==> config.mk <==
export PLATFORM = sky130hd
export DESIGN_NAME = op_sweep_ctrl
export DESIGN_NICKNAME = d
export VERILOG_FILES = /design/src/rtl/op_sweep_ctrl.sv
export SDC_FILE = /design/constraint.sdc
export NUM_CORES = 1
export LEC_CHECK = 0
export CORE_ASPECT_RATIO = 1.1
export CORE_MARGIN = 5
export CORE_UTILIZATION = 50
export DETAILED_ROUTE_END_ITERATION = 12
export HOLD_SLACK_MARGIN = 0.05
export PLACE_DENSITY = 0.84
export SKIP_CTS_REPAIR_TIMING = 1
export SLEW_MARGIN = 20
export SYNTH_ARGS = -nofsm -noshare
export SYNTH_HDL_FRONTEND = slang
export SYNTH_SLANG_ARGS = --single-unit
export TNS_END_PERCENT = 1
==> constraint.sdc <==
create_clock -name clk -period 2.9 [get_ports clk]
set_clock_uncertainty 0.1 [all_clocks]
set_input_delay 0.58 -clock clk [delete_from_list [all_inputs] [get_ports clk]]
set_output_delay 0.58 -clock clk [all_outputs]
set_load 0.005 [all_outputs]
==> src/rtl/op_sweep_ctrl.sv <==
// Sequencer that drives an operand/selector pair into a selectable-operation
// datapath, waits for the datapath to settle, and collects the result for one
// selector code or for all four codes in turn.
module op_sweep_ctrl #(
    parameter int SETTLE = 1
) (
    input  logic        clk,
    input  logic        rst_n,
    input  logic        start,
    input  logic [3:0]  a_in,
    input  logic        sweep_all,
    input  logic [1:0]  sel_in,
    input  logic [3:0]  res_in,
    output logic [3:0]  a_out,
    output logic [1:0]  sel_out,
    output logic        busy,
    output logic        done,
    output logic [15:0] results,
    output logic [3:0]  valid_mask
);

    typedef enum logic [1:0] {
        ST_IDLE = 2'd0,
        ST_WAIT = 2'd1,
        ST_CAPT = 2'd2,
        ST_DONE = 2'd3
    } state_t;

    localparam logic [3:0] SETTLE_C = 4'(SETTLE);

    state_t     state;
    state_t     state_next;
    logic [3:0] cnt;
    logic       mode;
    logic       more;

    // A sweep continues until slot 3 has been captured; sel_out never wraps.
    assign more = mode && (sel_out != 2'd3);

    // State register.
    always_ff @(posedge clk or negedge rst_n) begin
        if (!rst_n) begin
            state <= ST_IDLE;
        end else begin
            state <= state_next;
        end
    end

    // Next-state decode and status outputs.
    always_comb begin
        state_next = state;
        busy       = 1'b1;
        done       = 1'b0;
        case (state)
            ST_IDLE: begin
                busy = 1'b0;
                if (start) state_next = ST_WAIT;
            end
            ST_WAIT: begin
                // Counter is loaded with SETTLE, so WAIT lasts SETTLE cycles.
                if (cnt <= 4'd1) state_next = ST_CAPT;
            end
            ST_CAPT: begin
                state_next = more ? ST_WAIT : ST_DONE;
            end
            ST_DONE: begin
                done       = 1'b1;
                state_next = ST_IDLE;
            end
            default: state_next = ST_IDLE;
        endcase
    end

    // Operand/selector registers, settle counter and result collection.
    always_ff @(posedge clk or negedge rst_n) begin
        if (!rst_n) begin
            a_out      <= 4'd0;
            sel_out    <= 2'd0;
            mode       <= 1'b0;
            cnt        <= 4'd0;
            results    <= 16'd0;
            valid_mask <= 4'd0;
        end else begin
            case (state)
                ST_IDLE: begin
                    // Inputs are captured only here, so later changes are ignored.
                    if (start) begin
                        a_out      <= a_in;
                        mode       <= sweep_all;
                        sel_out    <= sweep_all ? 2'd0 : sel_in;
                        results    <= 16'd0;
                        valid_mask <= 4'd0;
                        cnt        <= SETTLE_C;
                    end
                end
                ST_WAIT: begin
                    cnt <= cnt - 4'd1;
                end
                ST_CAPT: begin
                    results[{sel_out, 2'b00} +: 4] <= res_in;
                    valid_mask[sel_out]            <= 1'b1;
                    if (more) begin
                        sel_out <= sel_out + 2'd1;
                        cnt     <= SETTLE_C;
                    end
                end
                default: begin
                end
            endcase
        end
    end

endmodule

### Yosys cells after proc, flatten, opt, wreduce, memory -nomap -nowiden

Cells that the tools add are included.
Widths: inputs -> output; s select.

* output and inout port bits: 28
* word-level logic and storage cells: 53
* flip-flop bits (word level): 33

* magnitude comparators: 3
* add/subtract/negate cells: 3
* reductions and logical operators: 10
* bitwise gates (word level): 1
* shifts and indexed selects: 2
* equality and inequality tests: 7
* mux-type cells: 20

Operators with widths (count)
* $pmux 16 s2: 1
* $bwmux 16: 1
* $mux 16: 1
* $shift 4x6->16 const A: 1
* $shiftx 4x6->16: 1
* $mux 2: 6
* $mux 4: 3
* $pmux 4 s3: 1
* $ne 2x2->1 const B: 4
* $pmux 2 s4: 1
* $pmux 4 s2: 1
* $neg 4->6: 1
* $reduce_and 2->1: 3
* $reduce_and 3->1: 2
* $eq 2x2->1 const B: 2
* $le 4x1->1 const B: 1
* $or 4x4->4: 1
* $pmux 2 s2: 1
* $sub 4x1->4 const B: 1
* $lt 2x3->1 const B: 1
* $mux 1: 3
* $reduce_bool 3->1: 1
* $add 2x1->2 const B: 1
* $demux 1 s2: 1
* other kinds (5): 6

### Logic depth before layout (Yosys ltp)

Gate-level depths: netlist of run 1.

* word-level depth: 6
* gate-level depth with buffers: 5
* gate-level depth less buffers: 5

### Worst setup path after synthesis of run 1

OpenSTA, ideal clock, no wires.

* kind: register to register
* start: register sel_out[0]
* end: register results[4]
* stages on the path, launching flop included: 6
* arrival: 1622 ps
* library setup time: 67 ps
* path buffers: 0
* slack: 1111 ps
* required time: 2733 ps
* path through: dfrtp_1 inv_1 ha_1 nand2b_1 nor3_1 a22o_1

* word-level cells in the longest chain between the ends: 4

RTL lines
* from (decl): line 15 `output logic [1:0] sel_out,`
* from (signal assigned): line 90 `sel_out <= sweep_all ? 2'd0 : sel_in;`
* from (signal assigned): line 103 `sel_out <= sel_out + 2'd1;`
* $neg 4->6 *: line 100 `results[{sel_out, 2'b00} +: 4] <= res_in;`
* $shiftx 4x6->16 / $shift 4x6->16 (equally long branches): line 100
* $bwmux 16 *: line 100
* $pmux 16 s2 *: line 84 `case (state)`
* to (signal, indexed assignment): line 100
* to (decl): line 18 `output logic [15:0] results,`

Mark *: on every way between the ends. The rest lies on a longest branch, timed or not.
A chain may end at the register's enable or synchronous reset.

### Worst setup path after layout of run 1

* start: register state[1]
* end: output port busy

* word-level cells in the longest chain between the ends: 2

RTL lines
* from (decl): line 31 `state_t state;`
* from (signal assigned): line 45 `state <= state_next;`
* $logic_not 2->1: line 54 `case (state)`
* $mux 1: line 54
* to (decl): line 16 `output logic busy,`

Every way passes these cells.

==> results.md, run 1 <==
* Die height at 69.20 um
* DRC violations left at 0
* Sequential element share of the synthesized area at 51.85%
* First-pass GRT wire length at 6.575 mm
* Share of layout cells above drive strength 1 at 10.61%
* Final WL at 3.597 mm
* Largest net degree at the start of global routing at 34
* Leak at 0.9474 nW
* Most frequent cells in the layout: 41 x clkdlybuf4s50_1, 33 x dfrtp_1, 16 x a22o_1
* CP endpoint kind: output port
* Power share of the clock group at 14.8%
* Clk buf depth at 2
* CTS tree: yes
* Worst setup path start: state[1]
* Max Cap Violations at 0
* DR vias/cell at 5.690
* Sw Share at 37.07%
* Synth warnings at 0
* Final Hold Fails at 0
* DR pass1 iterations at 4
* Total core area at 3048 um2
* Synth area leader: dfrtp_1
* CP cell instances: or2_2 -> clkdlybuf4s50_1
* Post-synthesis mux area share at 6.756%
* Worst reg2reg startpoint: sel_out[0]
* Min Tclk post-route at 2.372 ns
* Vias in the first global route at 1358
* Initial DRC count at 49
* Synth Flop Type: dfrtp_1
* Worst-path fanout max at 14
* RSZ-0062 raised after global routing: false
* Port Buffers at 41
* Total CTS buffers at 5
* Crit Path Class: reg -> out
* Net Sw Power at 0.0006408 W
* Critical Path Source Type: register
* Drt wl/cell at 16.89 um
* Reg clk slew, reported paths at 0.11 ns
* Post-Syn Nets at 157
* Final Cycle Share at 81.81%
* Seq pwr share at 42.7%
* Area share of the largest cell type after synthesis at 51.85%
* Nets@finish at 202
* FF-to-FF setup slack at 0.73 ns
* Comb pwr share at 42.5%
* Design internal power at 0.001088 W
* Worst hold path class: reg -> reg
* Die area at 4416 um2
* Least-Margin Pin Slew at 0.5223 ns
* Dpl hpwl at 2.732 mm
* Worst EP required at 2.22 ns
* Root buf cell: clkbuf_4
* Slowest cell on crit path: dfrtp_1
* Initial antenna violation count at 0
* Slew Limit Headroom at 64.91%
* Critical Path Max Stage Delay at 0.55 ns
* Area Growth Syn to Fin at 31.26%
* Gpl congestion at 0.8286
* Cell Area, Synth at 1593 um2
* ANT nets after route at 0
* Synth unique cells at 33
* Largest family of logic cells by synthesized area: compound AO/OA/AOI/OAI gates
* WP data arrival at 1.69 ns
* Clk_lat worst skew at 0.34 ns
* Vias at 1212
* Ant diodes at 0
* Synthesized flop and latch total at 33
* IO Pins at 42
* Most common cell after layout, fill and taps aside: clkdlybuf4s50_1
* Post-synthesis xor/xnor area fraction at 0%
* Min Hold Slack at 0.4052 ns
* CP Capture Point: busy
* Cell count after synthesis at 133
* Clock sink count at 33
* All-Layer GR Usage at 18.37%
* Post-Synth Adder-Cell Area at 7.855%
* Synth top area cells: dfrtp_1 52%, a22o_1 8.8%, ha_1 7.9%
* Fmax at 421.5 MHz
* Pwr/cell area at 826.7 nW/um2
* Worst IR Drop VDD at 543.6 uV
* Fin. max-slew vios at 0
* Grt total ovfl at 0
* Post-synth EDFFs at 0
* TNS Setup at 0 ns
* Starting Density at 52.26%
* R2R cell count at 5
* Number of setup violations in the final report at 0
* Post-synthesis simple-gate area fraction at 13.28%
* Outcome: finished, final reports clean
* RR Endpoint: results[6]
* # H-tree levels at 2
* Async S/R FF share, synth at 100.0%
* Compound-Gate Fraction of Synth Area at 17.52%
* Horiz. Die Dim at 63.82 um
* Site Rows at 21
* Synth Area per Inst at 11.98 um2
Yosys cell counts (2+ instances only):
master	n
nor4_2	2
inv_1	7
nand2b_1	5
clkbuf_1	2
mux2_4	3
a21o_1	4
nor2b_1	3
a21oi_1	4
ha_1	10
mux2_2	2
dfrtp_1	33
buf_2	2
a22o_1	16
nand3b_1	2
nor2_1	7
o21ai_0	2
mux2i_1	4
nor3_1	2
o2bb2ai_1	2
nand2_1	7
and2_1	2
cells by family (layout without fill, tap and decap cells):
group                      Yosys count  after routing
DFF                                 33             33
AOI/OAI and AO/OA                   35             35
and+or+nand+nor                     35             35
buffers and inverters               11             57
muxes                                9              9
adders and majority gates           10             10
area by class of cell:
class                           count  area (um2)
Inverter                            7       26.28
Timing Repair Buffer               42       417.9
Clock inverter                      3       17.52
Tap cell                           34       42.54
Multi-Input combinational cell     89       723.2
Sequential cell                    33       825.8
Fill cell                         248       957.2
Clock buffer                        5       37.54
critical path, delay by kind of cell (launching register included):
| family | cells | cell delay, ns |
|---|---|---|
| flip-flops | 1 | 0.55 |
| AND/OR/NAND/NOR | 1 | 0.35 |
| buffers and inverters | 1 | 0.45 |
worst min path at each step:
stage                     to  cells past startpoint           from  slack [ns]
2_1_floorplan       a_out[0]                      0          rst_n        0.18
3_3_place_gp   valid_mask[3]                      2  valid_mask[3]        0.38
3_5_place_dp   valid_mask[3]                      2  valid_mask[3]        0.39
4_1_cts        valid_mask[3]                      2  valid_mask[3]        0.42
5_1_grt           results[8]                      1     results[8]        0.43
6_report       valid_mask[3]                      2  valid_mask[3]        0.41
routing by layer:
layer | wire, um | up-vias | part of all wire, % | track usage (%)
met2 | 1814 | 42 | 50 | 28.16
met4 | 48 | 0 | 1.3 | 6.005
met1 | 1487 | 594 | 41 | 23.28
met3 | 247 | 6 | 6.9 | 7.618
met5 | 0 | - | 0 | 0
li1 | - | 570 | - | -
sequential cells by signal (all words and copies together) (netlist names):
| register | flops |
|---|---|
| a_out | 4 |
| sel_out | 2 |
| cnt | 4 |
| mode | 1 |
| results | 16 |
| state | 2 |
| valid_mask | 4 |
through the flow:
| stage | std cells | instance area, um2 | utilization, % | setup slack [ns] | total power (W) |
|---|---|---|---|---|---|
| after CTS | 213 | 2091 | 68.60 | 0.4914 | 0.001751 |
| after global placement | 205 | 2036 | 66.79 | 0.6596 | 0.001440 |
| final | 213 | 2091 | 68.60 | 0.5276 | 0.001728 |
| after detailed placement | 205 | 2036 | 66.79 | 0.6054 | 0.001490 |
| after floorplan | 133 | 1593 | - | 1.111 | 0.001152 |
| after global routing | 213 | 2091 | 68.60 | 0.4474 | 0.001877 |
power by group through the flow:
stage,registers (W),clock network (W),logic (W)
final,0.000738,0.000256,0.000735
after detailed placement,0.000748,0,0.000742
after floorplan,0.000699,0,0.000453
after global placement,0.000735,0,0.000704
after global routing,0.000763,0.000289,0.000825
after CTS,0.000740,0.000267,0.000745
Power figures use the tool's default switching activity.
==> run 2, diff against run 1 <==
--- a/config.mk
+++ b/config.mk
@@ -7,10 +7,10 @@
 export LEC_CHECK = 0
 export CORE_ASPECT_RATIO = 1.1
 export CORE_MARGIN = 5
-export CORE_UTILIZATION = 50
+export CORE_UTILIZATION = 48
 export DETAILED_ROUTE_END_ITERATION = 12
 export HOLD_SLACK_MARGIN = 0.05
-export PLACE_DENSITY = 0.84
+export PLACE_DENSITY = 0.81
 export SKIP_CTS_REPAIR_TIMING = 1
 export SLEW_MARGIN = 20
 export SYNTH_ARGS = -nofsm -noshare
==> constraint.sdc (replaced) <==
create_clock -name clk -period 2.4 [get_ports clk]
set_clock_uncertainty 0.1 [all_clocks]
set_input_delay 0.48 -clock clk [delete_from_list [all_inputs] [get_ports clk]]
set_output_delay 0.48 -clock clk [all_outputs]
set_load 0.005 [all_outputs]
==> run 2 against run 1 <==
Wire length is 1.6% higher; register-to-register slack got worse by 0.46 ns; sequential share of layout area fell by 0.19 points; total power is 22% higher; first-iteration DRC count grew 33%; die area grew 3.5%; non-clock buffer count rose by 1; worst setup slack got worse by 0.37 ns; sequential power up 21%; utilization fell by 4.5 points; flip-flop and latch count is the same; clock power rose by 21%; largest power group is now combinational cells.
==> results.md, run 2 (synthesis results as in run 1) <==
* Vias at 1231
* Die height at 70.42 um
* Critical Path Source Type: register
* Max FFs per register at 16
* CP cell instances: or2_2 -> clkdlybuf4s50_1
* Final Cycle Share at 93.27%
* Worst hold path class: reg -> reg
* RSZ-0062 raised after global routing: false
* Final core utilization at 64.13%
* Share of layout cells above drive strength 1 at 10.06%
* Site Rows at 22
* Total core area at 3276 um2
* All-Layer GR Usage at 18.01%
* Fin. max-slew vios at 0
* WP data arrival at 1.66 ns
* Horiz. Die Dim at 64.93 um
* Initial DRC count at 65
* DP Worst Slack at 0.2074 ns
* Worst-path fanout max at 14
* Leak at 0.9520 nW
* Pwr/cell area at 999.8 nW/um2
* Final Hold Fails at 0
* Grt total ovfl at 0
* Ant diodes at 0
* Reg clk slew, reported paths at 0.09 ns
* Critical Path Max Stage Delay at 0.55 ns
* Largest net degree at the start of global routing at 34
* Worst EP required at 1.82 ns
* Port Buffers at 41
* TNS Setup at 0 ns
* Total CTS buffers at 5
* Least-Margin Pin Slew at 0.4978 ns
* RR Endpoint: results[7]
* Min Hold Slack at 0.4108 ns
* IO Pins at 42
* Hold depth at 1
* R2R cell count at 5
* Initial antenna violation count at 0
* Final WL at 3.654 mm
* Hold endpoint: a_out[3]
* DR vias/cell at 5.726
* Slowest cell on crit path: dfrtp_1
* Vias in the first global route at 1344
* Largest register by flop count: results
* Gpl congestion at 0.7958
* Buf+Inv Stages, Crit Path at 1
* DRC violations left at 0
* Drt wl/cell at 17.00 um
* Worst IR Drop VDD at 383.9 uV
* Crit Path Class: reg -> out
* Worst reg2reg startpoint: sel_out[0]
* Final Cell Area at 2101 um2
* Most common cell after layout, fill and taps aside: clkdlybuf4s50_1
* Most frequent cells in the layout: 41 x clkdlybuf4s50_1, 33 x dfrtp_1, 16 x a22o_1
* Outcome: finished, final reports clean
* Placed Area at 2046 um2
* ANT nets after route at 0
* Dpl hpwl at 2.635 mm
* HP Start: a_out[3]
* Clk buf depth at 2
* # H-tree levels at 2
* Starting Density at 48.62%
* FF-to-FF setup slack at 0.27 ns
* Fmax at 446.7 MHz
* Number of setup violations in the final report at 0
* CTS tree: yes
* Clock sink count at 33
* Clk_lat worst skew at 0.32 ns
* CP endpoint kind: output port
* Root buf cell: clkbuf_4
* Min Tclk post-route at 2.239 ns
* Die area at 4572 um2
* Slew Limit Headroom at 66.81%
* Max Cap Violations at 0
* Slack of the critical path at 0.1614 ns
* DR pass1 iterations at 5
* Nets@finish at 203
* Delay-heaviest family, CP: flip-flops
* Area Growth Syn to Fin at 31.89%
* First-pass GRT wire length at 6.389 mm
==> run 2: cell count changes in the layout (fill, tap and decap cells not counted), sizes merged <==
cell and change:
clkinv -2, clkbuf +2, buf +1, clkinvlp -1
==> run 2: cell type report <==
type / count / area [um2]
fillers: 255 / 1175
flip-flops and latches: 33 / 825.8
multi-input cells: 89 / 723.2
repair buffers: 43 / 425.4
clock buffers: 7 / 55.05
well taps: 36 / 45.04
inverters: 7 / 26.28
==> run 2: worst max path at each step <==
stage | start | endpoint | slack, ns | cells past startpoint
global placement | start | a_out[2] | 0.27 | 3
CTS | state[0] | busy | 0.14 | 2
global route | sel_out[0] | results[7] | 0.03 | 5
floorplan | sel_out[0] | results[4] | 0.61 | 5
detailed placement | start | a_out[2] | 0.21 | 3
finish | state[0] | busy | 0.16 | 2
==> run 2: where the power goes <==
part | internal, W | switching (W) | leakage [nW] | total (W)
logic | 0.000501 | 0.000395 | 0.484 | 0.000896
clock network | 0.000138 | 0.000171 | 0.0314 | 0.000309
registers | 0.000709 | 0.000186 | 0.436 | 0.000895
total | 0.00135 | 0.000752 | 0.952 | 0.00210
==> run 2: layer usage <==
| metal | vias up | wire, um | GRT usage [%] |
|---|---|---|---|
| li1 | 571 | - | - |
| met1 | 609 | 1552 | 22.79 |
| met4 | 0 | 17 | 6.808 |
| met2 | 49 | 1825 | 27.73 |
| met3 | 2 | 259 | 6.752 |
| met5 | - | 0 | 0 |
==> run 2: metrics by stage <==
stage | cells | total power (W)
6_report | 215 | 0.002100
3_3_place_gp | 208 | 0.001748
5_1_grt | 215 | 0.002267
4_1_cts | 215 | 0.002120
2_1_floorplan | 133 | 0.001392
3_5_place_dp | 208 | 0.001800
==> run 3, diff against run 2 <==
--- a/config.mk
+++ b/config.mk
@@ -5,6 +5,7 @@
 export SDC_FILE = /design/constraint.sdc
 export NUM_CORES = 1
 export LEC_CHECK = 0
+export ABC_CLOCK_PERIOD_IN_PS = 2400
 export CORE_ASPECT_RATIO = 1.1
 export CORE_MARGIN = 5
 export CORE_UTILIZATION = 48
==> results of run 3 <==
Final layout, timing and power as in run 2 (identical DEF).
